File: src/rtl/dwconv_relu_quant_pkg.sv
// Shared constants for the depthwise ReLU/requantize stage: frame geometry,
// lane packing order and int8 saturation bounds.
package dwconv_relu_quant_pkg;

    localparam int unsigned NUM_CH    = 32;
    localparam int unsigned NUM_POS   = 9;
    localparam int unsigned NUM_LANES = 4;
    localparam int unsigned ACC_W     = 32;
    localparam int unsigned BYTE_W    = 8;
    localparam int unsigned CNT_W     = 5;
    localparam int unsigned POS_W     = 4;
    localparam int unsigned WORD_W    = NUM_LANES * BYTE_W;

    localparam int unsigned QMAX = 127;
    localparam int unsigned QMIN = 0;

    // Lane 0 lands in the most significant byte of the packed word.
    function automatic int unsigned lane_lsb(input int unsigned lane);
        return (NUM_LANES - 1 - lane) * BYTE_W;
    endfunction

endpackage

File: src/rtl/dwconv_relu_quant_if.sv
// Beat-in / buffer-write-out bundle between the bias-add stage, this stage
// and the depthwise output buffer.
interface dwconv_relu_quant_if #(
    parameter int unsigned AW = 9
);
    import dwconv_relu_quant_pkg::*;

    logic               en;
    logic               clr;
    logic               valid_in;
    logic [CNT_W-1:0]   cnt_in;
    logic [POS_W-1:0]   pos_in;
    logic [ACC_W-1:0]   input_data0;
    logic [ACC_W-1:0]   input_data1;
    logic [ACC_W-1:0]   input_data2;
    logic [ACC_W-1:0]   input_data3;

    logic               wr_en;
    logic [AW-1:0]      wr_addr;
    logic [WORD_W-1:0]  wr_data;
    logic               frame_done;
    logic               err_pos;

    modport master (
        output en, clr, valid_in, cnt_in, pos_in,
               input_data0, input_data1, input_data2, input_data3,
        input  wr_en, wr_addr, wr_data, frame_done, err_pos
    );

    modport slave (
        input  en, clr, valid_in, cnt_in, pos_in,
               input_data0, input_data1, input_data2, input_data3,
        output wr_en, wr_addr, wr_data, frame_done, err_pos
    );

endinterface

File: src/rtl/dwconv_relu_quant_lane.sv
// One lane of the requantizer: ReLU + rounding right-shift (stage 1),
// then saturation to 0..127 (stage 2).
module dwconv_quant_lane
    import dwconv_relu_quant_pkg::*;
#(
    parameter int unsigned SHIFT = 8
) (
    input  logic              clk,
    input  logic              rst_b,
    input  logic              i_en,
    input  logic [ACC_W-1:0]  i_x,
    output logic [BYTE_W-1:0] o_q
);

    logic [ACC_W:0]    w_ext;
    logic [ACC_W:0]    w_shr;
    logic [BYTE_W-1:0] w_sat;
    logic [ACC_W:0]    r_relu;
    logic [BYTE_W-1:0] r_q;

    // One guard bit so the half-LSB rounding add cannot wrap.
    assign w_ext = {1'b0, i_x};

    if (SHIFT == 0) begin : g_noshift
        assign w_shr = w_ext;
    end else begin : g_round
        localparam logic [ACC_W:0] RND = (ACC_W + 1)'(1) << (SHIFT - 1);
        assign w_shr = (w_ext + RND) >> SHIFT;
    end

    assign w_sat = (r_relu > (ACC_W + 1)'(QMAX)) ? BYTE_W'(QMAX) : r_relu[BYTE_W-1:0];

    always_ff @(posedge clk or negedge rst_b) begin
        if (!rst_b) begin
            r_relu <= '0;
            r_q    <= '0;
        end else if (i_en) begin
            r_relu <= i_x[ACC_W-1] ? (ACC_W + 1)'(QMIN) : w_shr;
            r_q    <= w_sat;
        end
    end

    assign o_q = r_q;

endmodule

File: src/rtl/dwconv_relu_quant.sv
// Depthwise 3x3 post-processing: ReLU, requantize to int8, pack four lanes
// and write them to the output buffer, flagging the end of each frame.
module dwconv_relu_quant
    import dwconv_relu_quant_pkg::*;
#(
    parameter int unsigned SHIFT   = 8,
    parameter int unsigned NUM_CH  = dwconv_relu_quant_pkg::NUM_CH,
    parameter int unsigned NUM_POS = dwconv_relu_quant_pkg::NUM_POS,
    parameter int unsigned AW      = 9
) (
    input  logic                 clk,
    input  logic                 rst_b,
    dwconv_relu_quant_if.slave   bus
);

    localparam int unsigned TOTAL = NUM_CH * NUM_POS;
    localparam int unsigned CW    = (TOTAL > 1) ? $clog2(TOTAL) : 1;

    logic                w_idx_ok;
    logic [ACC_W-1:0]    w_x [NUM_LANES];
    logic [BYTE_W-1:0]   w_q [NUM_LANES];
    logic [WORD_W-1:0]   w_packed;

    logic                r_v1;
    logic [CNT_W-1:0]    r_cnt;
    logic [POS_W-1:0]    r_pos;
    logic                r_wr_en;
    logic [AW-1:0]       r_wr_addr;
    logic [CW-1:0]       r_wcnt;
    logic                r_frame_done;
    logic                r_err_pos;

    assign w_idx_ok = (32'(bus.cnt_in) < NUM_CH) && (32'(bus.pos_in) < NUM_POS);

    assign w_x[0] = bus.input_data0;
    assign w_x[1] = bus.input_data1;
    assign w_x[2] = bus.input_data2;
    assign w_x[3] = bus.input_data3;

    for (genvar g = 0; g < NUM_LANES; g++) begin : g_lane
        dwconv_quant_lane #(
            .SHIFT (SHIFT)
        ) u_lane (
            .clk   (clk),
            .rst_b (rst_b),
            .i_en  (bus.en),
            .i_x   (w_x[g]),
            .o_q   (w_q[g])
        );
    end

    always_comb begin
        w_packed = '0;
        for (int i = 0; i < NUM_LANES; i++) begin
            w_packed[lane_lsb(i) +: BYTE_W] = w_q[i];
        end
    end

    // Valid/index pipeline; a stall drops the strobe but holds everything else.
    always_ff @(posedge clk or negedge rst_b) begin
        if (!rst_b) begin
            r_v1      <= 1'b0;
            r_cnt     <= '0;
            r_pos     <= '0;
            r_wr_en   <= 1'b0;
            r_wr_addr <= '0;
            r_err_pos <= 1'b0;
        end else if (bus.clr) begin
            r_v1      <= 1'b0;
            r_wr_en   <= 1'b0;
            r_err_pos <= 1'b0;
        end else if (bus.en) begin
            r_v1      <= bus.valid_in & w_idx_ok;
            r_cnt     <= bus.cnt_in;
            r_pos     <= bus.pos_in;
            r_wr_en   <= r_v1;
            r_wr_addr <= AW'(32'(r_cnt) * NUM_POS + 32'(r_pos));
            if (bus.valid_in && !w_idx_ok) begin
                r_err_pos <= 1'b1;
            end
        end else begin
            r_wr_en   <= 1'b0;
        end
    end

    // Frame write counter; counts strobes independent of en.
    always_ff @(posedge clk or negedge rst_b) begin
        if (!rst_b) begin
            r_wcnt       <= '0;
            r_frame_done <= 1'b0;
        end else if (bus.clr) begin
            r_wcnt       <= '0;
            r_frame_done <= 1'b0;
        end else begin
            r_frame_done <= 1'b0;
            if (r_wr_en) begin
                if (r_wcnt == CW'(TOTAL - 1)) begin
                    r_wcnt       <= '0;
                    r_frame_done <= 1'b1;
                end else begin
                    r_wcnt <= r_wcnt + CW'(1);
                end
            end
        end
    end

    assign bus.wr_en      = r_wr_en;
    assign bus.wr_addr    = r_wr_addr;
    assign bus.wr_data    = w_packed;
    assign bus.frame_done = r_frame_done;
    assign bus.err_pos    = r_err_pos;

endmodule
File: src/flat_wrapper.sv
// flat-port wrapper written by rule: the top's interface ports become plain ports
module dwconv_relu_quant_flat import dwconv_relu_quant_pkg::*;
#(
    parameter int unsigned SHIFT   = 8,
    parameter int unsigned NUM_CH  = dwconv_relu_quant_pkg::NUM_CH,
    parameter int unsigned NUM_POS = dwconv_relu_quant_pkg::NUM_POS,
    parameter int unsigned AW      = 9
)
  (clk, rst_b, bus_en, bus_clr, bus_valid_in, bus_cnt_in, bus_pos_in, bus_input_data0, bus_input_data1, bus_input_data2, bus_input_data3, bus_wr_en, bus_wr_addr, bus_wr_data, bus_frame_done, bus_err_pos);
  dwconv_relu_quant_if #(.AW(AW)) bus_i ();
  input  logic clk;
  input  logic rst_b;
  input wire logic [$bits(bus_i.en)-1:0] bus_en;
  input wire logic [$bits(bus_i.clr)-1:0] bus_clr;
  input wire logic [$bits(bus_i.valid_in)-1:0] bus_valid_in;
  input wire logic [$bits(bus_i.cnt_in)-1:0] bus_cnt_in;
  input wire logic [$bits(bus_i.pos_in)-1:0] bus_pos_in;
  input wire logic [$bits(bus_i.input_data0)-1:0] bus_input_data0;
  input wire logic [$bits(bus_i.input_data1)-1:0] bus_input_data1;
  input wire logic [$bits(bus_i.input_data2)-1:0] bus_input_data2;
  input wire logic [$bits(bus_i.input_data3)-1:0] bus_input_data3;
  output wire logic [$bits(bus_i.wr_en)-1:0] bus_wr_en;
  output wire logic [$bits(bus_i.wr_addr)-1:0] bus_wr_addr;
  output wire logic [$bits(bus_i.wr_data)-1:0] bus_wr_data;
  output wire logic [$bits(bus_i.frame_done)-1:0] bus_frame_done;
  output wire logic [$bits(bus_i.err_pos)-1:0] bus_err_pos;
  assign bus_i.en = bus_en;
  assign bus_i.clr = bus_clr;
  assign bus_i.valid_in = bus_valid_in;
  assign bus_i.cnt_in = bus_cnt_in;
  assign bus_i.pos_in = bus_pos_in;
  assign bus_i.input_data0 = bus_input_data0;
  assign bus_i.input_data1 = bus_input_data1;
  assign bus_i.input_data2 = bus_input_data2;
  assign bus_i.input_data3 = bus_input_data3;
  assign bus_wr_en = bus_i.wr_en;
  assign bus_wr_addr = bus_i.wr_addr;
  assign bus_wr_data = bus_i.wr_data;
  assign bus_frame_done = bus_i.frame_done;
  assign bus_err_pos = bus_i.err_pos;
  dwconv_relu_quant #(.SHIFT(SHIFT), .NUM_CH(NUM_CH), .NUM_POS(NUM_POS), .AW(AW)) u_core (.clk(clk), .rst_b(rst_b), .bus(bus_i));
endmodule
File: config.mk
export PLATFORM = sky130hd
export DESIGN_NAME = dwconv_relu_quant_flat
export DESIGN_NICKNAME = d
export VERILOG_FILES = /design/src/rtl/dwconv_relu_quant_pkg.sv /design/src/rtl/dwconv_relu_quant_if.sv /design/src/rtl/dwconv_relu_quant_lane.sv /design/src/rtl/dwconv_relu_quant.sv /design/src/flat_wrapper.sv
export SDC_FILE = /design/constraint.sdc
export NUM_CORES = 1
export LEC_CHECK = 0
export ABC_AREA = 1
export CORE_UTILIZATION = 40
export CTS_CLUSTER_SIZE = 12
export DETAILED_ROUTE_END_ITERATION = 12
export HOLD_SLACK_MARGIN = 0.15
export PLACE_DENSITY = 0.73
export SLEW_MARGIN = 0
export SYNTH_ARGS = -nofsm -noshare
export SYNTH_HDL_FRONTEND = slang
export SYNTH_SLANG_ARGS = --single-unit
File: constraint.sdc
create_clock -name clk -period 1.9 [get_ports clk]
set_input_delay 0.57 -clock clk [delete_from_list [all_inputs] [get_ports clk]]
set_output_delay 0.57 -clock clk [all_outputs]
set_load 0.02 [all_outputs]
==> results.py <==
metrics = {
    "worst_setup_path": {
        "crit_path_max_fanout": 4,
        "reg2reg_depth": 10,
        "arrival_ns": 2.24,
        "end_kind": "flop",
        "crit_start": "u_core.r_cnt[1]$_DFFE_PN0P_",
        "regToRegSetupSlack_ns": -0.02,
        "timing.rr.start": "u_core.r_cnt[1]$_DFFE_PN0P_",
        "path_class": "reg -> reg",
        "rr_endpoint": "u_core.bus.wr_addr[6]$_DFFE_PN0P_",
        "critPathLaunchType": "flop",
        "critPathRequiredTime_ns": 2.22,
    },
    "final_layout": {
        "final_area_mm2": 0.01365,
        "final_nets": 1880,
        "final_cell_mix": "433 x nand2_1, 212 x nor2_1, 200 x buf_4",
        "antennaDiodeCount": 0,
        "layout_commonest_cell": "nand2_1",
        "nFillCells": 2143,
        "drive_gt1_frac": 0.1693,
        "synthToLayoutAreaGrowth_pct": 44.77,
    },
    "route": {
        "drt-vias-per-instance": 4.891,
        "drt-pass1-iter-count": 7,
        "wl_per_cell_um": 13.52,
        "drtAntennaViolNets": 0,
        "remaining_drc_errors": 0,
        "first_iter_violations": 574,
        "num_vias": 9998,
        "routed_wl_um": 27640,
    },
    "run_status": {
        "status": "finished with violations",
        "violations": "negative setup slack",
    },
    "clock_tree": {
        "clk_latency_ns": 0.42,
        "clk_pin_slew_ns": 0.07,
        "cts_tree": "built",
        "clock_path_buffers": 2,
        "clkSinkCount": 163,
        "cts_buffers": 17,
        "cts_root_buf": "clkbuf_16",
        "h-tree-depth": 4,
    },
    "synthesis": {
        "ys_seq_area_frac": 0.4327,
        "ys_types": 39,
        "synth_area_mm2": 0.009427,
        "syn_inst": 1363,
        "ys.warnings.count": 0,
        "ys_ff_latch": 163,
        "avgSynthCellArea_um2": 6.916,
        "synth.net_count": 1525,
    },
    "worst_hold_path": {
        "holdPathStages": 2,
        "holdPathEnd": "u_core.g_lane[2].u_lane.r_relu[13]$_DFFE_PN0P_",
        "hp-start": "u_core.g_lane[2].u_lane.r_relu[13]$_DFFE_PN0P_",
        "holdCritPathClass": "reg -> reg",
    },
    "sta": {
        "maxSlewHeadroom": 0.6964,
        "fin_crit_sh": 1.012,
        "hold_viol": 0,
        "layout_setup_ws_ns": -0.02356,
        "setup_viol": 1,
        "rsz0062_at_grt": "yes",
        "drv_slew": 0,
        "fin_skew_ns": 0.01181,
        "fin_crit_ns": 1.924,
        "timing.fmax_ghz": 0.5199,
        "max_slew.worst_pin.slew_ns": 0.4554,
    },
    "floorplanning": {
        "die_area_mm2": 0.02418,
        "pin_count": 186,
        "rows": 55,
        "chipHeight_um": 155.5,
        "fp.dieW_um": 155.5,
        "core_area_mm2": 0.02285,
        "start_util": 0.4126,
    },
    "pwr": {
        "leakage_nw": 6.412,
        "vdd_drop_max_mv": 0.6072,
        "p_per_area_mw_per_mm2": 705.1,
    },
    "placement": {
        "detailed_place_hpwl_um": 20910,
        "routabilityCongestion": 0.9641,
        "port_buffers": 157,
        "pre_cts_ws_ns": -0.3463,
        "place_area_mm2": 0.01285,
    },
    "global_routing": {
        "grt-ovfl-total": 0,
        "grt_first_pass_wirelength_um": 45500,
        "grt_pass1_vias": 9768,
        "track_usage": 0.2350,
        "antenna_found_initial": 0,
        "grt_max_degree": 94,
    },
    "job": {
        "drv_cap": 0,
    },
}
sequential cells by signal, indices dropped and copies added (netlist names):
| signal | flops |
|---|---|
| u_core.g_lane.u_lane.r_relu | 100 |
| u_core.g_lane.u_lane.o_q | 32 |
| u_core.bus.wr_addr | 9 |
| u_core.r_wcnt | 9 |
| u_core.r_cnt | 5 |
| u_core.r_pos | 4 |
| u_core.bus.err_pos | 1 |
| u_core.bus.frame_done | 1 |
| u_core.bus.wr_en | 1 |
| u_core.r_v1 | 1 |
logic make-up after synthesis:
logic type | Yosys count | synth area share
AOI/OAI and AO/OA | 167 | 0.09849
xor gates and xnor gates | 9 | 0.008363
adders and majority gates | 20 | 0.02734
buffers and inverters | 206 | 0.08654
DFF | 163 | 0.4327
and+or+nand+nor | 798 | 0.3466
layout make-up:
cell class | count | area (um^2) | area share
multi-input cells | 994 | 4741 | 0.3474
flip-flops and latches | 163 | 4080 | 0.2990
repair buffers | 364 | 3136 | 0.2298
inverters | 178 | 673.1 | 0.04933
clock buffers | 21 | 450.4 | 0.03301
well taps | 313 | 391.6 | 0.02870
clock inverters | 11 | 175.2 | 0.01284
routing by layer:
metal	vias up	track usage	part of all wire
li1	5049	-	-
met1	4654	0.3031	0.44
met2	270	0.4074	0.49
met3	25	0.04067	0.054
met4	0	0.05929	0.012
met5	-	0	0
timing repair:
item,CTS,global route
endpoints found under the setup margin,49,16
gates resized for setup,51,33
hold buffers,1,0
pin swaps,3,17
buffers inserted,0,2
gates cloned,0,0
hold endpoints to repair,34,0
cell usage after synthesis:
cell      number  area (um^2)
clkinv_1       1        3.750
nand2_1      435         1633
a31oi_1        1        6.260
or2_1          4        25.02
o211ai_1       3        22.52
nor2_4         1        11.26
dfrtp_1      163         4079
buf_4          2        15.01
nor2_2         8        50.05
fa_1           1        20.02
clkinv_2       4        20.02
nand4_1       31        193.9
and2_1         1        6.260
a21oi_1       32        160.2
o31ai_1        1        7.510
o22ai_1       37        231.5
o21ai_1       16        80.08
o21bai_1       3        22.52
inv_1        171        641.9
clkbuf_1      12        45.04
o21ai_0       68        340.3
o21ai_2        1        8.760
nand3_2        1        10.01
buf_6          3        33.78
nor2_1       218        818.3
a32o_1         4        40.04
xnor2_1        2        17.52
o32ai_1        1        8.760
nor3_1         9        45.04
nand3_1       77        385.4
nand3b_1       3        22.52
inv_2          2        7.510
ha_1          19        237.7
or2_2          7        43.79
nor3_2         1        10.01
xor2_1         7        61.31
buf_2          6        30.03
nor4_1         2        12.51
buf_1          5        18.77
per-stage QoR:
| stage | util | cells | setup TNS (ns) | power (mW) | hold slack, ns |
|---|---|---|---|---|---|
| after global routing | 0.5973 | 2044 | -0.1458 | 10.08 | 0.4993 |
| final | 0.5973 | 2044 | -0.02356 | 9.622 | 0.4778 |
| after floorplan | - | 1363 | 0 | 4.768 | 0.2744 |
| after CTS | 0.5900 | 2042 | 0 | 9.572 | 0.4827 |
| after detailed placement | 0.5624 | 2009 | -17.72 | 5.870 | 0.4661 |
| after global placement | 0.5624 | 2009 | -15.19 | 5.817 | 0.4625 |
how the worst max path moves through the flow:
stage,end,slack [ns],cells after the start
2_1_floorplan,u_core.bus.wr_addr[7]$_DFFE_PN0P_,0.04,9
5_1_grt,u_core.bus.wr_addr[6]$_DFFE_PN0P_,-0.08,10
3_5_place_dp,u_core.g_lane[0].u_lane.r_relu[14]$_DFFE_PN0P_,-0.35,9
6_report,u_core.bus.wr_addr[6]$_DFFE_PN0P_,-0.02,10
4_1_cts,u_core.bus.wr_addr[7]$_DFFE_PN0P_,0.0008,9
3_3_place_gp,u_core.g_lane[0].u_lane.r_relu[19]$_DFFE_PN0P_,-0.31,9
report_power, final:
group / switching, mW / internal (mW) / leakage (nW) / total [mW]
sequential: 0.146 / 3.73 / 2.01 / 3.87
clock: 1.43 / 2.25 / 0.298 / 3.68
combinational: 1.07 / 0.999 / 4.10 / 2.07
total: 2.65 / 6.97 / 6.41 / 9.62
worst max-delay path, cell delays in order, from the launching register on:
cell and delay, ns:
dfrtp_2 0.45, ha_4 0.30, ha_4 0.20, ha_4 0.30
nand2_2 0.05, inv_2 0.05, nand4_1 0.15, nand3_2 0.13
nand2_2 0.08, nand3_2 0.07, nand2_1 0.04
Power figures use the tool's default switching activity.
